--- src/rtl/dram_cmd_issue.sv ---
// dram_cmd_issue: pops requests from a show-ahead FIFO and drives ACT/PRE/RD/WR (and REF) on registered DRAM pins.
// Latency: a row hit reaches the pins 2 cycles after the pop; a closed bank adds ACT + T_RCD; a row miss adds PRE + T_RP first.
// Backpressure: pops only in IDLE with no refresh pending; one request in flight, so the next pop comes no earlier than its RD/WR cycle.
//
// Ports: clk/rst (synchronous, active-low); req_empty/req_data/req_read_en = FIFO head {we,bank,row,col} and pop strobe;
//        ref_req/ref_ack = refresh level request and done pulse; dram_* = registered command pins, bank and address;
//        rd_issue/wr_issue = pulses aligned with the RD/WR command on the pins; busy = FSM not in IDLE.
// Build option: define DRAM_CMD_ISSUE_REFRESH_EN to include the refresh path (PREALL/REF sequence). Without it,
//        ref_req is ignored and ref_ack is tied low.
module dram_cmd_issue #(
    parameter int BANK_W = 2,
    parameter int ROW_W  = 13,
    parameter int COL_W  = 10,
    parameter int ADDR_W = 13,
    parameter int T_RCD  = 3,
    parameter int T_RP   = 3,
    parameter int T_RFC  = 8,
    parameter int CNT_W  = 4
) (
    input  logic                            clk,
    input  logic                            rst,
    input  logic                            req_empty,
    input  logic [BANK_W+ROW_W+COL_W:0]     req_data,
    output logic                            req_read_en,
    input  logic                            ref_req,
    output logic                            ref_ack,
    output logic                            dram_cs_n,
    output logic                            dram_ras_n,
    output logic                            dram_cas_n,
    output logic                            dram_we_n,
    output logic [BANK_W-1:0]               dram_ba,
    output logic [ADDR_W-1:0]               dram_addr,
    output logic                            rd_issue,
    output logic                            wr_issue,
    output logic                            busy
);

    localparam int NB = 1 << BANK_W;

    // {cs_n, ras_n, cas_n, we_n}
    localparam logic [3:0] CMD_NOP = 4'b0111;
    localparam logic [3:0] CMD_ACT = 4'b0011;
    localparam logic [3:0] CMD_RD  = 4'b0101;
    localparam logic [3:0] CMD_WR  = 4'b0100;
    localparam logic [3:0] CMD_PRE = 4'b0010;
    localparam logic [3:0] CMD_DES = 4'b1111;

    localparam logic [CNT_W-1:0] LD_RCD = CNT_W'(T_RCD - 1);
    localparam logic [CNT_W-1:0] LD_RP  = CNT_W'(T_RP - 1);
`ifdef DRAM_CMD_ISSUE_REFRESH_EN
    localparam logic [3:0]       CMD_REF = 4'b0001;
    localparam logic [CNT_W-1:0] LD_RFC  = CNT_W'(T_RFC - 1);
`endif

    // Reject parameter sets the address/timer logic cannot represent.
    if (COL_W > 10 || ADDR_W < 11 || ADDR_W < ROW_W ||
        T_RCD < 1 || T_RCD >= (1 << CNT_W) ||
        T_RP  < 1 || T_RP  >= (1 << CNT_W) ||
        T_RFC < 1 || T_RFC >= (1 << CNT_W)) begin : g_bad_param
        $error("dram_cmd_issue: illegal parameter combination");
    end

    typedef enum logic [3:0] {
        IDLE     = 4'd0,
        PRE      = 4'd1,
        WAIT_RP  = 4'd2,
        ACT      = 4'd3,
        WAIT_RCD = 4'd4,
        RDWR     = 4'd5
`ifdef DRAM_CMD_ISSUE_REFRESH_EN
        ,
        PREALL   = 4'd6,
        WAIT_RPA = 4'd7,
        REF      = 4'd8,
        WAIT_RFC = 4'd9
`endif
    } state_t;

    state_t                      state, state_nxt;
    logic [CNT_W-1:0]            tmr, tmr_nxt;
    logic [BANK_W+ROW_W+COL_W:0] req_q;
    logic [NB-1:0]               row_vld;
    logic [ROW_W-1:0]            row_tab [NB];
    logic [3:0]                  cmd_q, cmd_nxt;
    logic [BANK_W-1:0]           ba_nxt;
    logic [ADDR_W-1:0]           addr_nxt;
    logic                        rd_nxt, wr_nxt;
    logic                        ref_pending;

    // Head-of-FIFO fields, used for the decode in the pop cycle.
    logic [BANK_W-1:0] in_bank;
    logic [ROW_W-1:0]  in_row;
    assign in_bank = req_data[ROW_W+COL_W +: BANK_W];
    assign in_row  = req_data[COL_W +: ROW_W];

    // Latched request fields, used by every command state after the pop.
    logic              q_we;
    logic [BANK_W-1:0] q_bank;
    logic [ROW_W-1:0]  q_row;
    logic [COL_W-1:0]  q_col;
    assign q_we   = req_q[BANK_W+ROW_W+COL_W];
    assign q_bank = req_q[ROW_W+COL_W +: BANK_W];
    assign q_row  = req_q[COL_W +: ROW_W];
    assign q_col  = req_q[COL_W-1:0];

    assign req_read_en = rst & (state == IDLE) & ~req_empty & ~ref_pending;
    assign busy        = (state != IDLE);
    assign {dram_cs_n, dram_ras_n, dram_cas_n, dram_we_n} = cmd_q;

`ifdef DRAM_CMD_ISSUE_REFRESH_EN
    logic ack_nxt;
    logic ref_pend_q;
    // ref_req seen in IDLE blocks the pop in that very cycle, not just from the next one.
    assign ref_pending = ref_pend_q | (ref_req & (state == IDLE));

    always_ff @(posedge clk) begin
        if (!rst) begin
            ref_pend_q <= 1'b0;
            ref_ack    <= 1'b0;
        end else begin
            ref_ack <= ack_nxt;
            if (ack_nxt) begin
                ref_pend_q <= 1'b0;
            end else if (state == IDLE && ref_req) begin
                ref_pend_q <= 1'b1;
            end
        end
    end
`else
    logic unused_ref;
    assign unused_ref  = ref_req;
    assign ref_pending = 1'b0;
    assign ref_ack     = 1'b0;
`endif

    // Wait states leave when the timer is about to reach 0, so the following
    // command lands on the pins exactly T_* cycles after the previous one.
    always_comb begin
        state_nxt = state;
        tmr_nxt   = (tmr != '0) ? tmr - CNT_W'(1) : '0;
        cmd_nxt   = CMD_NOP;
        ba_nxt    = dram_ba;
        addr_nxt  = dram_addr;
        rd_nxt    = 1'b0;
        wr_nxt    = 1'b0;
`ifdef DRAM_CMD_ISSUE_REFRESH_EN
        ack_nxt   = 1'b0;
`endif
        case (state)
            IDLE: begin
                if (req_read_en) begin
                    if (row_vld[in_bank] && row_tab[in_bank] == in_row) begin
                        state_nxt = RDWR;
                    end else if (row_vld[in_bank]) begin
                        state_nxt = PRE;
                    end else begin
                        state_nxt = ACT;
                    end
                end
`ifdef DRAM_CMD_ISSUE_REFRESH_EN
                else if (ref_pending) begin
                    state_nxt = PREALL;
                end
`endif
            end
            PRE: begin
                cmd_nxt   = CMD_PRE;
                ba_nxt    = q_bank;
                addr_nxt  = '0;
                tmr_nxt   = LD_RP;
                state_nxt = WAIT_RP;
            end
            WAIT_RP: begin
                if (tmr <= CNT_W'(1)) state_nxt = ACT;
            end
            ACT: begin
                cmd_nxt                = CMD_ACT;
                ba_nxt                 = q_bank;
                addr_nxt               = '0;
                addr_nxt[ROW_W-1:0]    = q_row;
                tmr_nxt                = LD_RCD;
                state_nxt              = WAIT_RCD;
            end
            WAIT_RCD: begin
                if (tmr <= CNT_W'(1)) state_nxt = RDWR;
            end
            RDWR: begin
                cmd_nxt                = q_we ? CMD_WR : CMD_RD;
                ba_nxt                 = q_bank;
                addr_nxt               = '0;
                addr_nxt[COL_W-1:0]    = q_col;
                rd_nxt                 = ~q_we;
                wr_nxt                 = q_we;
                state_nxt              = IDLE;
            end
`ifdef DRAM_CMD_ISSUE_REFRESH_EN
            PREALL: begin
                // Issued unconditionally, whether or not any bank is open.
                cmd_nxt      = CMD_PRE;
                addr_nxt     = '0;
                addr_nxt[10] = 1'b1;
                tmr_nxt      = LD_RP;
                state_nxt    = WAIT_RPA;
            end
            WAIT_RPA: begin
                if (tmr <= CNT_W'(1)) state_nxt = REF;
            end
            REF: begin
                cmd_nxt   = CMD_REF;
                tmr_nxt   = LD_RFC;
                state_nxt = WAIT_RFC;
            end
            WAIT_RFC: begin
                if (tmr == '0) begin
                    ack_nxt   = 1'b1;
                    state_nxt = IDLE;
                end
            end
`endif
            default: state_nxt = IDLE;
        endcase
    end

    always_ff @(posedge clk) begin
        if (!rst) begin
            state     <= IDLE;
            tmr       <= '0;
            req_q     <= '0;
            row_vld   <= '0;
            cmd_q     <= CMD_DES;
            dram_ba   <= '0;
            dram_addr <= '0;
            rd_issue  <= 1'b0;
            wr_issue  <= 1'b0;
        end else begin
            state     <= state_nxt;
            tmr       <= tmr_nxt;
            cmd_q     <= cmd_nxt;
            dram_ba   <= ba_nxt;
            dram_addr <= addr_nxt;
            rd_issue  <= rd_nxt;
            wr_issue  <= wr_nxt;
            if (req_read_en) req_q <= req_data;
            if (state == PRE) begin
                row_vld[q_bank] <= 1'b0;
            end else if (state == ACT) begin
                row_vld[q_bank] <= 1'b1;
            end
`ifdef DRAM_CMD_ISSUE_REFRESH_EN
            else if (state == PREALL) begin
                row_vld <= '0;
            end
`endif
        end
    end

    // Row contents only matter while the matching valid bit is set.
    always_ff @(posedge clk) begin
        if (state == ACT) row_tab[q_bank] <= q_row;
    end

endmodule

--- config.mk ---
export PLATFORM = sky130hd
export DESIGN_NAME = dram_cmd_issue
export DESIGN_NICKNAME = d
export VERILOG_FILES = /design/src/rtl/dram_cmd_issue.sv
export SDC_FILE = /design/constraint.sdc
export NUM_CORES = 1
export LEC_CHECK = 0
export ABC_CLOCK_PERIOD_IN_PS = 2790
export BUFFER_PORTS_ARGS = -buffer_cell sky130_fd_sc_hd__buf_2
export CAP_MARGIN = 20
export CORE_ASPECT_RATIO = 0.6
export CORE_MARGIN = 1
export CORE_UTILIZATION = 45
export CTS_CLUSTER_DIAMETER = 120
export DETAILED_ROUTE_END_ITERATION = 8
export GPL_TIMING_DRIVEN = 0
export MAX_ROUTING_LAYER = met4
export SLEW_MARGIN = 20
export SYNTH_ARGS = -nofsm -noshare
export SYNTH_HDL_FRONTEND = slang
export SYNTH_SLANG_ARGS = --single-unit
--- constraint.sdc ---
create_clock -name clk -period 2.79 [get_ports clk]
set_input_delay 0.4185 -clock clk [delete_from_list [all_inputs] [get_ports clk]]
set_output_delay 0.4185 -clock clk [all_outputs]
set_load 0.03 [all_outputs]
==> reports/qor.yml <==
reg2reg_depth: 5
portBuffers: 50
synthesis.area_sq_um: 4320
diodes: 0
max_slew_margin: 0.462
p_sw_mw: 1.16
power_frac_comb: 0.178
cp_data_required_time_ns: 2.37
multiInputGateArea_sq_um: 1490
final_cell_area_sq_um: 5070
crit_chain: "buf_2 -> nor4_4 -> clkbuf_1 -> buf_2"
reg2reg_from: "state[0]$_SDFFE_PN0P_"
final_net_count: 480
hp-class: "in2reg"
swShare: 0.295
layout-drive-gt1-share: 0.191
synth_area_per_cell_sq_um: 11.2
dieArea_sq_um: 10000
worstSetupStartpointType: "flip-flop"
setup_viol: 0
hold_buffers: 0
detail-route-antenna-nets: 0
cts_sinks: 110
arrival_ns: 2.19
hold_start: "req_data[25]"
grt_pass1_wl_um: 16300
seq_power_share: 0.500
cts.clk_slew.worst_paths_ns: 0.07
grt_pass1_vias: 2964
worst_pin_slew_ns: 0.802
utilization: 0.548
drc: 0
yosysWarnings: 0
internal_power_mw: 2.77
placed_area_sq_um: 4770
numCtsBuffers: 9
dieWidth_um: 128
max_stage_delay_ns: 0.54
clock_path_buffers: 2
max-cap-violations: 0
path_class: "reg2out"
pre_cts_slack_ns: 0.296
clock-root-buffer: "clkbuf_16"
die_y_um: 77.9
crit_fanout: 10
layout_commonest_cell: "nand2_1"
outcome: "complete, no violations"
place_congestion: 0.836
syn-num-nets: 416
grt-ovfl-total: 0
maxSlewViolCount: 0
yosysUniqueCellTypes: 45
vias: 3119
power_density_nw_per_um2: 775
row_count: 27
wl_per_cell_um: 17.7
most-common-layout-cells: "nand2_1, dfxtp_1, buf_2, edfxtp_1, o21ai_1"
power.total_mw: 3.93
cp_common_cell: "buf_2"
fin_crit_sh: 0.936
ios: 54
coreArea_sq_um: 9260
grt_max_degree: 18
fillers: 844
synth_edf_count: 52
ff2ff_setup_slack_ns: 0.28
seq_area_sq_um: 2720
yosysSeqAreaShare: 0.631
dp_hpwl_um: 7300
cp_slowest_cell: "nor4_4"
fin_worst_skew_ns: 0.00750
syn2layout_area_growth_pct: 17.5
cts_tree: "built"
p_leak_nw: 1.93
whs_ns: 0.264
rr_endpoint: "row_tab[0][1]$_DFFE_PP_"
initial_utilization: 0.466
cts.htree.levels: 3
insertion_delay_ns: 0.35
finalHoldViolCount: 0
netlist_instances: 386
irDropWorstVdd_mv: 0.353
vias_per_cell: 5.33
fin_crit_ns: 2.61
rsz0062_at_grt: "false"
clock.fmax_mhz: 383
drt_iter0_drc: 228
async_flop_share: 0
drt_pass1_iterations: 4
endpoint_kind: "output pin"
routed_wirelength_um: 10300
hold_depth: 3
layout_setup_ws_ns: 0.179
clockPowerShare: 0.321
track_usage: 0.230
yosys_most_used_dff: "dfxtp_1"
holdPathEnd: "req_q[25]$_SDFFE_PN0P_"
antenna_found_initial: 0
ys_ff_latch: 110
[logic make-up (layout without fill, tap and decap cells)]
kind of cell / Yosys count / count (layout) / synth area share
DFF: 110 / 110 / 0.631
xor gates and xnor gates: 11 / 11 / 0.0223
AOI/OAI and AO/OA: 87 / 87 / 0.112
muxes: 21 / 21 / 0.0791
and+or+nand+nor: 126 / 126 / 0.125
other: 1 / 1 / 0.000868
buffers and inverters: 30 / 99 / 0.0298
[flip-flops by register name, indices dropped and copies added (netlist names), named ones only]
register and flops:
row_tab 52, req_q 26, dram_addr 13, cmd_q 4, tmr 4, state 3
dram_ba 2, rd_issue 1, wr_issue 1
[power groups by stage]
stage	Sequential (mW)	Clock (mW)	Combinational [mW]
after floorplan	2.05	0	0.387
after global placement	1.99	0	0.670
after detailed placement	2.00	0	0.690
after CTS	1.97	1.27	0.695
after global routing	1.99	1.35	0.767
final	1.97	1.26	0.701
[cell type report]
| class | count | area share |
|---|---|---|
| timing repair buffer | 53 | 0.0560 |
| multi-input combinational | 246 | 0.293 |
| clock buffer | 10 | 0.0451 |
| sequential | 110 | 0.536 |
| clock inverter | 6 | 0.0123 |
| tap | 130 | 0.0321 |
| inverter | 6 | 0.00444 |
| buffer | 24 | 0.0210 |
[worst max path at each step]
| stage | slack [ns] | cells past startpoint | endpoint | startpoint |
|---|---|---|---|---|
| final | 0.18 | 4 | req_read_en | state[2]$_SDFFE_PN0P_ |
| after global routing | 0.07 | 5 | row_tab[0][1]$_DFFE_PP_ | state[0]$_SDFFE_PN0P_ |
| after CTS | 0.009 | 4 | req_read_en | state[2]$_SDFFE_PN0P_ |
| after detailed placement | 0.30 | 5 | req_read_en | rst |
| after global placement | -0.88 | 4 | row_tab[0][3]$_DFFE_PP_ | state[0]$_SDFFE_PN0P_ |
| after floorplan | 0.42 | 4 | row_tab[0][0]$_DFFE_PP_ | state[0]$_SDFFE_PN0P_ |
[worst max-delay path, delay by kind of cell (launching register included)]
kind	cells	cell delay, ns
simple gates	1	0.54
flops	1	0.30
buf+inv	3	1.01
[cell usage after synthesis (3+ instances only)]
library cell	count	area share
mux4_1	4	0.024
nand2b_1	3	0.0043
edfxtp_1	52	0.36
clkbuf_1	16	0.014
xor2_1	10	0.020
nand3_1	5	0.0058
nor3_1	3	0.0035
nor2_1	17	0.015
mux4_2	5	0.026
dfxtp_1	58	0.27
a22oi_1	4	0.0070
buf_2	4	0.0046
o21ai_1	26	0.030
inv_1	4	0.0035
mux2i_1	9	0.021
nand2_1	86	0.075
o21ai_0	24	0.028
a21oi_1	20	0.023
[timing repair]
action                     in CTS  in global routing
setup endpoints to repair       0                  1
resized for setup               0                  1
buffers inserted                0                  0
hold endpoints to repair        0                  0
[stage by stage]
stage               setup TNS [ns]  cells
floorplan                        0    386
global placement            -12.48    566
detailed placement               0    569
CTS                              0    585
global route                     0    585
finish                           0    585
[routing by layer]
metal	GRT usage	up-vias	wire length [um]	share of wire
li1	-	1504	-	-
met1	0.326	1527	5310	0.51
met2	0.334	81	4440	0.43
met3	0.0600	7	539	0.052
met4	0.0424	0	55	0.0053
met5	-	-	0	0
No activity file was read; power rests on OpenSTA's default activity.
